$ cat src/rtl/alu_seq.sv
// alu_seq: multi-cycle ALU with valid/ready handshakes on both sides.
// Single-cycle ops (ADD/SUB/NOT/SHL/SHR/AND/OR/SLTU/SGTU) produce a registered
// result on the accept edge. MUL (shift-add) and DIVU/REMU (restoring
// division) iterate one bit per clock for WIDTH clocks before presenting.
//
// Ports:
//   clk, rst          clock, asynchronous active-high reset
//   in_valid/in_ready operand handshake (in_ready only while idle)
//   a, b, alu_control operands and function select, captured at accept
//   out_valid/out_ready result handshake
//   result, zero, carry, div_by_zero  registered result and flags
//
// state | meaning
// ------+-----------------------------------------------------------
// IDLE  | waiting for an op; in_ready=1
// BUSY  | MUL/DIVU/REMU iterating, one bit per clock
// DONE  | result and flags presented, held until out_ready
module alu_seq #(
    parameter int WIDTH = 16,
    parameter int OPW   = 4
) (
    input  logic             clk,
    input  logic             rst,
    input  logic             in_valid,
    output logic             in_ready,
    input  logic [WIDTH-1:0] a,
    input  logic [WIDTH-1:0] b,
    input  logic [OPW-1:0]   alu_control,
    output logic             out_valid,
    input  logic             out_ready,
    output logic [WIDTH-1:0] result,
    output logic             zero,
    output logic             carry,
    output logic             div_by_zero
);

    localparam int CNT_W = $clog2(WIDTH);

    localparam logic [OPW-1:0] OP_ADD  = OPW'(0);
    localparam logic [OPW-1:0] OP_SUB  = OPW'(1);
    localparam logic [OPW-1:0] OP_NOT  = OPW'(2);
    localparam logic [OPW-1:0] OP_SHL  = OPW'(3);
    localparam logic [OPW-1:0] OP_SHR  = OPW'(4);
    localparam logic [OPW-1:0] OP_AND  = OPW'(5);
    localparam logic [OPW-1:0] OP_OR   = OPW'(6);
    localparam logic [OPW-1:0] OP_SLTU = OPW'(7);
    localparam logic [OPW-1:0] OP_SGTU = OPW'(8);
    localparam logic [OPW-1:0] OP_MUL  = OPW'(9);
    localparam logic [OPW-1:0] OP_DIVU = OPW'(10);
    localparam logic [OPW-1:0] OP_REMU = OPW'(11);

    localparam logic [WIDTH-1:0] W_VAL  = WIDTH[WIDTH-1:0];
    localparam logic [WIDTH-1:0] SGT_T  = WIDTH'(8);
    localparam logic [WIDTH-1:0] SGT_F  = WIDTH'(9);

    typedef enum logic [1:0] {
        S_IDLE = 2'd0,
        S_BUSY = 2'd1,
        S_DONE = 2'd2
    } state_t;

    state_t state, state_next;

    logic [OPW-1:0]   op_r;
    logic [WIDTH-1:0] a_r;
    logic [WIDTH-1:0] b_r;
    logic [WIDTH-1:0] acc;      // MUL partial product / DIV partial remainder
    logic [WIDTH-1:0] work_a;   // MUL shifted multiplicand / DIV dividend->quotient
    logic [WIDTH-1:0] work_b;   // MUL shifted multiplier
    logic [CNT_W-1:0] cnt;

    logic             is_multi;
    logic [WIDTH:0]   sum_ext;
    logic [WIDTH-1:0] sc_res;
    logic             sc_carry;

    logic [WIDTH:0]   div_shift;
    logic [WIDTH:0]   div_diff;
    logic             q_bit;
    logic [WIDTH-1:0] acc_next;
    logic [WIDTH-1:0] work_a_next;
    logic [WIDTH-1:0] work_b_next;
    logic [WIDTH-1:0] mc_res;
    logic             mc_dbz;

    assign is_multi = (alu_control == OP_MUL) || (alu_control == OP_DIVU) ||
                      (alu_control == OP_REMU);

    // Single-cycle function unit, evaluated on the live inputs at accept.
    always_comb begin
        sum_ext  = {1'b0, a} + {1'b0, b};
        sc_res   = sum_ext[WIDTH-1:0];
        sc_carry = 1'b0;
        case (alu_control)
            OP_ADD: begin
                sc_res   = sum_ext[WIDTH-1:0];
                sc_carry = sum_ext[WIDTH];
            end
            OP_SUB: begin
                sc_res   = a - b;
                sc_carry = (a >= b);
            end
            OP_NOT:  sc_res = ~a;
            OP_SHL:  sc_res = (b >= W_VAL) ? '0 : (a << b);
            OP_SHR:  sc_res = (b >= W_VAL) ? '0 : (a >> b);
            OP_AND:  sc_res = a & b;
            OP_OR:   sc_res = a | b;
            OP_SLTU: sc_res = WIDTH'(a < b);
            OP_SGTU: sc_res = (a > b) ? SGT_T : SGT_F;
            default: begin
                sc_res   = sum_ext[WIDTH-1:0];
                sc_carry = sum_ext[WIDTH];
            end
        endcase
    end

    // One iteration of the multi-cycle engine. The terminal iteration's
    // outputs feed the result directly so the result lands on that edge.
    always_comb begin
        div_shift   = {acc, work_a[WIDTH-1]};
        div_diff    = div_shift - {1'b0, b_r};
        q_bit       = ~div_diff[WIDTH];
        acc_next    = acc;
        work_a_next = work_a;
        work_b_next = work_b;
        if (op_r == OP_MUL) begin
            acc_next    = work_b[0] ? (acc + work_a) : acc;
            work_a_next = work_a << 1;
            work_b_next = work_b >> 1;
        end else begin
            acc_next    = q_bit ? div_diff[WIDTH-1:0] : div_shift[WIDTH-1:0];
            work_a_next = {work_a[WIDTH-2:0], q_bit};
        end
    end

    // Divide by zero overrides whatever the engine produced.
    always_comb begin
        mc_dbz = (op_r != OP_MUL) && (b_r == '0);
        case (op_r)
            OP_MUL:  mc_res = acc_next;
            OP_DIVU: mc_res = (b_r == '0) ? '1 : work_a_next;
            default: mc_res = (b_r == '0) ? a_r : acc_next;
        endcase
    end

    always_ff @(posedge clk or posedge rst) begin
        if (rst) begin
            state <= S_IDLE;
        end else begin
            state <= state_next;
        end
    end

    always_comb begin
        state_next = state;
        case (state)
            S_IDLE: begin
                if (in_valid) begin
                    state_next = is_multi ? S_BUSY : S_DONE;
                end
            end
            S_BUSY: begin
                if (cnt == '0) begin
                    state_next = S_DONE;
                end
            end
            S_DONE: begin
                if (out_ready) begin
                    state_next = S_IDLE;
                end
            end
            default: state_next = S_IDLE;
        endcase
    end

    always_comb begin
        in_ready  = (state == S_IDLE);
        out_valid = (state == S_DONE);
    end

    always_ff @(posedge clk or posedge rst) begin
        if (rst) begin
            op_r        <= '0;
            a_r         <= '0;
            b_r         <= '0;
            acc         <= '0;
            work_a      <= '0;
            work_b      <= '0;
            cnt         <= '0;
            result      <= '0;
            zero        <= 1'b1;
            carry       <= 1'b0;
            div_by_zero <= 1'b0;
        end else begin
            case (state)
                S_IDLE: begin
                    if (in_valid) begin
                        op_r <= alu_control;
                        a_r  <= a;
                        b_r  <= b;
                        if (is_multi) begin
                            cnt    <= CNT_W'(WIDTH - 1);
                            acc    <= '0;
                            work_a <= a;
                            work_b <= b;
                        end else begin
                            result      <= sc_res;
                            zero        <= (sc_res == '0);
                            carry       <= sc_carry;
                            div_by_zero <= 1'b0;
                        end
                    end
                end
                S_BUSY: begin
                    acc    <= acc_next;
                    work_a <= work_a_next;
                    work_b <= work_b_next;
                    cnt    <= cnt - CNT_W'(1);
                    if (cnt == '0) begin
                        result      <= mc_res;
                        zero        <= (mc_res == '0);
                        carry       <= 1'b0;
                        div_by_zero <= mc_dbz;
                    end
                end
                default: ;
            endcase
        end
    end

endmodule

$ cat config.mk
export PLATFORM = sky130hd
export DESIGN_NAME = alu_seq
export DESIGN_NICKNAME = d
export VERILOG_FILES = /design/src/rtl/alu_seq.sv
export SDC_FILE = /design/constraint.sdc
export NUM_CORES = 1
export LEC_CHECK = 0
export ABC_CLOCK_PERIOD_IN_PS = 4500
export CAP_MARGIN = 40
export CORE_MARGIN = 2
export CORE_UTILIZATION = 56
export CTS_BUF_LIST = sky130_fd_sc_hd__clkbuf_16
export CTS_CLUSTER_DIAMETER = 30
export DETAILED_ROUTE_END_ITERATION = 8
export PLACE_DENSITY = 0.72
export REMOVE_ABC_BUFFERS = 1
export SYNTH_ARGS = -nofsm -noshare
export SYNTH_HDL_FRONTEND = slang
export SYNTH_SLANG_ARGS = --single-unit
$ cat constraint.sdc
create_clock -name clk -period 4.5 [get_ports clk]
set_input_delay 0.9 -clock clk [delete_from_list [all_inputs] [get_ports clk]]
set_output_delay 0.9 -clock clk [all_outputs]
set_load 0.005 [all_outputs]
==> summary.md, run 1 <==
| Metric | Value |
|---|---|
| Status | complete, no violations |
| Switching share of power | 49.73% |
| Crit path max-delay cell type | a2111oi_1 |
| HPWL after DPL | 34330 um |
| Clock Sinks | 109 |
| DRT Wirelength | 44870 um |
| Critical hold path startpoint | result[7]$_DFFE_PP0P_ |
| Ys async rst share | 100.0% |
| Clk pwr share | 10.0% |
| Final period utilization | 97.04% |
| Syn Area/Cell | 7.980 um^2 |
| Initial antenna violation count | 1 |
| Commonest non-fill, non-tap cells in the layout | nand2_1 (185), buf_4 (140), nor2_1 (113) |
| Critical Path End Type | register |
| FF-to-FF Start | work_a[15]$_DFFE_PP0P_ |
| Nets | 1672 |
| Die W | 146.9 um |
| Synth area leaders | dfrtp_1 (24%), ha_1 (8.8%), nand2_1 (6.1%), mux4_2 (5.5%), o21ai_0 (4.4%) |
| Full die area | 21580 um^2 |
| Power Dens Cells | 604.1 nW/um^2 |
| Xor and xnor area share after synthesis | 2.145% |
| # rows | 52 |
| Post-Syn Instances | 1433 |
| Root Buffer | clkbuf_16 |
| Io pins | 61 |
| CTS tree | built |
| Ys Warns | 0 |
| Drt first pass iters | 8 |
| Critical path fanouts, max | 4 |
| Vias in the first global route | 11.67k |
| GRT Total Usage | 41.44% |
| Initial Util | 56.88% |
| Final setup fails | 0 |
| Fmax | 229.0 MHz |
| Iter 0 DRT Violations | 1496 |
| First-pass GRT wire length | 68490 um |
| Mux cell area share after synthesis | 10.67% |
| CP Launch Type | input port |
| Hold Crit Class | reg2reg |
| Synth unique cells | 86 |
| Cell area after layout | 13470 um^2 |
| Residual DRC | 0 |
| PortBufs | 60 |
| Cell-internal power | 4090 uW |
| WP data required | 4.79 ns |
| DR WL/cell | 24.60 um |
| Post-Route Skew | 0.01512 ns |
| P_leak | 0.005902 uW |
| Worst-skew pair later-pin latency | 0.37 ns |
| Core Util, Final | 66.99% |
| Mapped cell area | 11430 um^2 |
| Final hold vios | 0 |
| Num CTS Buffers | 9 |
| Largest buffer count on any clock path | 2 |
| Final Max Slew Viols | 0 |
| Ys flop type | dfrtp_1 |
| Synth Area in Simple Gates | 19.75% |
| Non-Filler Instances | 1824 |
| GRT overflow | 0 |
| Reg power frac | 23.4% |
| Critical Path Start | b[3] |
| Htree depth | 3 |
| Clock Pin Slew Worst Setup and Hold Paths | 0.08 ns |
| Die height | 146.9 um |
| CP peak stage delay | 0.56 ns |
| Post-synth EDFFs | 0 |
| Adder-cell share of the synthesized area | 9.454% |
| Placed Area | 13150 um^2 |
| FF-to-FF setup slack | 0.15 ns |
| Worst path cell trace | clkdlybuf4s50_1 -> clkinv_1 -> buf_4 -> ha_1 -> nor2b_1 -> a2111oi_1 -> buf_4 -> nor3_1 -> o311ai_0 -> nand2_1 -> a221o_1 -> o211ai_1 -> nor3_2 -> a32oi_1 -> o31ai_1 |
| Post-synthesis register bit count | 109 |
| Largest net degree at the start of global routing | 64 |
| Post-layout minimum cycle time | 4.367 ns |
| Top cell type's share of synthesized area | 23.63% |
| Arr. time, crit path | 4.66 ns |
| Hold_buf cts | 0 |
| Peak VDD IR | 420.1 uV |
| Largest family of logic cells by synthesized area | compound AO/OA/AOI/OAI gates |
| Cell repeated most along the worst path | buf_4 |
| Max_slew headroom | 32.61% |
| Unrepaired setup endpoints after global routing | no |
| Worst hold-check slack | 0.4662 ns |
| Post-synth top area cell | dfrtp_1 |
| Final worst slack | 0.1332 ns |
| Routed vias/inst | 6.833 |
| Routed Antenna Nets | 0 |
| Post-Place Worst Slack | -0.2208 ns |
| Area Growth Syn to Fin | 17.78% |
| Maxcap violations | 0 |
| Via count | 12.46k |
| Global placer's final weighted congestion | 1.012 |
| Sequential fraction of the synthesis area | 23.86% |
| Tightest Pin Transition | 1.002 ns |
| Commonest non-fill, non-tap cell in the layout | nand2_1 |
| Compound-Gate Fraction of Synth Area | 28.01% |
| Inst Count DP | 1807 |
| CP delay by family, top | compound AO/OA/AOI/OAI gates |
| WP buf/inv | 4 |
| Share of layout cells above drive strength 1 | 16.23% |
| Placeable core region | 20100 um^2 |
| Combinational share of power | 66.6% |
| Crit path kind | in2reg |
| Switch Pwr | 4046 uW |
## Yosys cell counts, types with 11 or more instances
cell type  instances
nand2_1          185
dfrtp_1          108
a221o_1           16
mux2i_1           27
a21oi_1           86
nand4_1           11
inv_1             78
mux4_2            28
nor2_1           114
o22ai_1           24
o211ai_1          16
a31oi_1           42
ha_1              80
a21o_1            20
nor3_1            36
a211oi_1          21
buf_2             12
nand3_1           26
nor4_1            15
mux2_2            27
o31ai_1           13
and2_1            11
xnor2_1           16
o21ai_0          100
clkbuf_1          81
nand2b_1          16
xor2_1            12
## cells by family after synthesis
| logic type | after synthesis |
|---|---|
| and+or+nand+nor | 479 |
| AOI/OAI and AO/OA | 468 |
| buffers and inverters | 182 |
| DFF | 109 |
| adders and majority gates | 84 |
| muxes | 83 |
| xor gates and xnor gates | 28 |
## power groups by stage
stage	logic [uW]	registers [uW]	clock network [uW]
floorplan	3370	1750	0
global placement	5040	1880	0
finish	5420	1910	814
CTS	5200	1870	818
detailed placement	5140	1890	0
global route	5820	1940	848
## cell type report
type / instances / area (um^2)
tap: 270 / 337.8
clock inverter: 7 / 66.31
fill: 1732 / 6636
clock buffer: 9 / 225.2
antenna: 1 / 2.502
sequential: 109 / 2729
multi-input combinational: 1142 / 8080
inverter: 82 / 310.3
timing repair buffer: 204 / 1717
## worst register-to-register path, delay by kind of cell, from the launching register on
family / cells / cell delay, ns
adder cells (fa/ha/maj): 2 / 0.60
AO/OA/AOI/OAI: 6 / 1.84
AND/OR/NAND/NOR: 4 / 0.85
flip-flops: 1 / 0.42
buffers and inverters: 4 / 0.54
## repair_timing
action	CTS	global route
buffers inserted	0	0
endpoints found under the hold margin	0	0
resized for setup	0	3
endpoints found under the setup margin	0	1
## routing by layer
metal	part of all wire (%)	GRT usage (%)	vias up
met1	41	58.23	5936
li1	-	-	5583
met5	0	0	-
met4	5.1	16.83	0
met2	42	61.10	812
met3	12	10.71	132
## flip-flops by register name, summed over array words and instances, names as in the netlist
register / count
a_r: 16
acc: 16
b_r: 16
carry: 1
cnt: 4
div_by_zero: 1
op_r: 4
result: 16
state: 2
work_a: 16
work_b: 16
zero: 1
## path summary, 6_finish.rpt
| kind | endpoint | cells after the start |
|---|---|---|
| min in group asynchronous | a_r[11]$_DFFE_PP0P_ | 2 |
| hold / removal | result[7]$_DFFE_PP0P_ | 2 |
| max in group asynchronous | zero$_DFFE_PP1P_ | 3 |
| setup / recovery | zero$_DFFE_PP1P_ | 15 |
| setup reg to reg | zero$_DFFE_PP1P_ | 16 |
| hold reg to reg | result[7]$_DFFE_PP0P_ | 2 |
## metrics by stage
stage	power, uW	TNS [ns]
3_5_place_dp	7028	-0.2289
4_1_cts	7891	0
3_3_place_gp	6913	-0.2089
2_1_floorplan	5122	0
5_1_grt	8604	0
6_report	8135	0
(Power assumes the default switching activity.)
==> run 2: changes to the inputs <==
- ABC_AREA: unset -> 1
==> run 2 against run 1 <==
Net effect: critical path depth is 4 higher; flip-flop and latch count stayed put; routed wire length is 2.0% lower; register-to-register slack better by 1.2 ns; cell count is 22% higher; critical endpoint unchanged; non-clock buffer count is 97 lower; design area is 3.4% lower.
==> summary.md, run 2 <==
| Metric | Value |
|---|---|
| Critical Path End Type | register |
| Final Max Slew Viols | 0 |
| Clock Sinks | 109 |
| Critical path fanouts, max | 6 |
| Die height | 148.3 um |
| CP peak stage delay | 0.73 ns |
| TNS Setup | 0 ns |
| Full die area | 22000 um^2 |
| Htree depth | 3 |
| HPWL after DPL | 35290 um |
| WP data required | 4.80 ns |
| FF-to-FF Start | work_a[15]$_DFFE_PP0P_ |
| Synth area leaders | dfrtp_1 (23%), nand2_1 (18%), nand3_1 (9.6%), ha_1 (8.6%), inv_1 (8.0%) |
| Post-synth EDFFs | 0 |
| Drt first pass iters | 8 |
| Total setup buffers inserted after CTS | 0 |
| Cell repeated most along the worst path | nand2_1 |
| Initial Util | 57.28% |
| DR WL/cell | 19.71 um |
| Area Growth Syn to Fin | 11.51% |
| Share of layout cells above drive strength 1 | 6.374% |
| Worst path cell trace | clkdlybuf4s50_1 -> inv_1 -> ha_1 -> inv_1 -> a21oi_1 -> o21ai_1 -> inv_1 -> o21ai_1 -> or2_2 -> nand3_1 -> nand2_1 -> nand3b_1 -> nor2_1 -> nand2_1 -> nor2_1 -> nand3_1 -> nand2_1 -> nand2_1 -> nand2_1 |
| FF-to-FF setup slack | 1.37 ns |
| Top post-synthesis cells by count | nand2_1 (569), inv_1 (250), nand3_1 (224) |
| Diode count | 0 |
| Placeable core region | 20360 um^2 |
| Worst Hold Depth | 2 |
| Critical hold path startpoint | a_r[12]$_DFFE_PP0P_ |
| Io pins | 61 |
| Clock Pin Slew Worst Setup and Hold Paths | 0.08 ns |
| Via count | 13.37k |
| Crit path kind | in2reg |
| R2R depth | 25 |
| Worst-skew pair later-pin latency | 0.37 ns |
| Power Dens Cells | 618.3 nW/um^2 |
| PortBufs | 60 |
| Residual DRC | 0 |
| Final hold vios | 0 |
| CTS tree | built |
| Worst path depth | 19 |
| Ys Warns | 0 |
| Sequential fraction of the synthesis area | 23.39% |
| R2r endpoint | zero$_DFFE_PP1P_ |
| Unrepaired setup endpoints after global routing | no |
| Peak VDD IR | 374.9 uV |
| Routed Antenna Nets | 0 |
| Root Buffer | clkbuf_16 |
| Mapped cell area | 11660 um^2 |
| Die W | 148.3 um |
| Max_slew headroom | 37.02% |
| Hold_buf cts | 0 |
| Final period utilization | 88.59% |
| Tightest Pin Transition | 0.9412 ns |
| Commonest non-fill, non-tap cell in the layout | nand2_1 |
| Hold Path End | a_r[12]$_DFFE_PP0P_ |
| Hold Crit Class | reg2reg |
| Ys flop type | dfrtp_1 |
| # rows | 52 |
| P_leak | 0.006714 uW |
| Initial antenna violation count | 0 |
| Largest net degree at the start of global routing | 78 |
| Synth unique cells | 49 |
| Syn Area/Cell | 6.114 um^2 |
| Iter 0 DRT Violations | 1512 |
| Num CTS Buffers | 9 |
| GRT overflow | 0 |
| Post-Syn Instances | 1908 |
| Vias in the first global route | 12.41k |
| First-pass GRT wire length | 68140 um |
| Top cell type's share of synthesized area | 23.17% |
| Post-Route Skew | 0.01626 ns |
| GRT Total Usage | 40.20% |
| Nets | 2080 |
| Largest buffer count on any clock path | 2 |
| Most frequent cell after synthesis | nand2_1 |
| Ys async rst share | 100.0% |
| CP delay by family, top | simple AND/OR/NAND/NOR gates |
| DRT Wirelength | 43970 um |
| Maxcap violations | 0 |
| Fmax | 250.8 MHz |
| Post-synth top area cell | dfrtp_1 |
| Status | complete, no violations |
| CP Launch Type | input port |
| Placed Area | 12680 um^2 |
| Cell area after layout | 13010 um^2 |
| Worst hold-check slack | 0.4863 ns |
| WP buf/inv | 4 |
| Crit path max-delay cell type | clkdlybuf4s50_1 |
| Power Total | 8042 uW |
| Commonest non-fill, non-tap cells in the layout | nand2_1 (569), inv_1 (249), nand3_1 (224) |
| Post-CTS sizing | 0 |
| Arr. time, crit path | 4.29 ns |
| Post-synthesis register bit count | 109 |
| Global placer's final weighted congestion | 1.042 |
| Post-layout minimum cycle time | 3.987 ns |
| Routed vias/inst | 5.994 |
| Final setup fails | 0 |
run 2: changes by cell type in the layout (fill, tap and decap cells not counted), moves of 23 or more:
cell | before | now
a21oi_1 | 85 | 110
a31oi_1 | 42 | 5
buf_4 | 140 | 44
inv_1 | 77 | 249
mux2_2 | 27 | 0
mux2i_1 | 27 | 0
mux4_2 | 28 | 0
nand2_1 | 185 | 569
nand3_1 | 26 | 224
nor3_1 | 35 | 12
o211ai_1 | 16 | 39
o21ai_0 | 100 | 145
run 2: cells by family (layout without fill, tap and decap cells):
family,Yosys count,in the layout,share of synthesized area [%]
and+or+nand+nor,1015,1015,37.99
AOI/OAI and AO/OA,356,356,17.01
xor gates and xnor gates,15,15,1.126
DFF,109,109,23.39
buffers and inverters,329,382,11.21
adders and majority gates,84,84,9.267
run 2: worst min-delay path, cell delays in order, from the launching register on:
cell,delay [ns]
dfrtp_1,0.35
nand2_1,0.05
o21ai_0,0.06
run 2: worst max path at each step:
stage                                    start                    end  slack, ns
after detailed placement                  a[7]       zero$_DFFE_PP1P_       0.24
after global routing                      a[7]       zero$_DFFE_PP1P_       0.31
final                                     a[7]       zero$_DFFE_PP1P_       0.51
after CTS                                 a[7]       zero$_DFFE_PP1P_       0.59
after floorplan           state[0]$_DFFE_PP0P_  work_b[0]$_DFFE_PP0P_      -0.54
after global placement                    a[7]       zero$_DFFE_PP1P_       0.22
run 2: layout make-up:
| type | instances | area (um^2) |
|---|---|---|
| Tap cell | 270 | 337.8 |
| Timing Repair Buffer | 107 | 993.5 |
| Clock buffer | 9 | 225.2 |
| Multi-Input combinational cell | 1470 | 7641 |
| Sequential cell | 109 | 2729 |
| Clock inverter | 7 | 106.4 |
| Fill cell | 1939 | 7357 |
| Inverter | 259 | 974.7 |
run 2: per-layer routing:
layer	wire length, um	track usage, %	up-vias
met4	2934	23.29	0
met3	3486	3.957	150
met1	17130	50.94	6171
li1	-	-	6351
met2	20420	67.04	701
met5	0	0	-
run 2: per-stage QoR:
stage                     instances  setup slack (ns)  util, %
after global routing           2231            0.3063    63.87
after floorplan                1838           -0.5390        -
final                          2231            0.5135    63.87
after global placement         2212            0.2202    62.00
after detailed placement       2215            0.2407    62.25
after CTS                      2231            0.5933    63.87
run 2: power by group:
part           internal (uW)  switching, uW  total, uW  leakage (uW)
Sequential              1420            363       1780       0.00136
Combinational           1800           3560       5350       0.00519
Clock                    498            410        908      0.000162
Total                   3710           4330       8040       0.00671
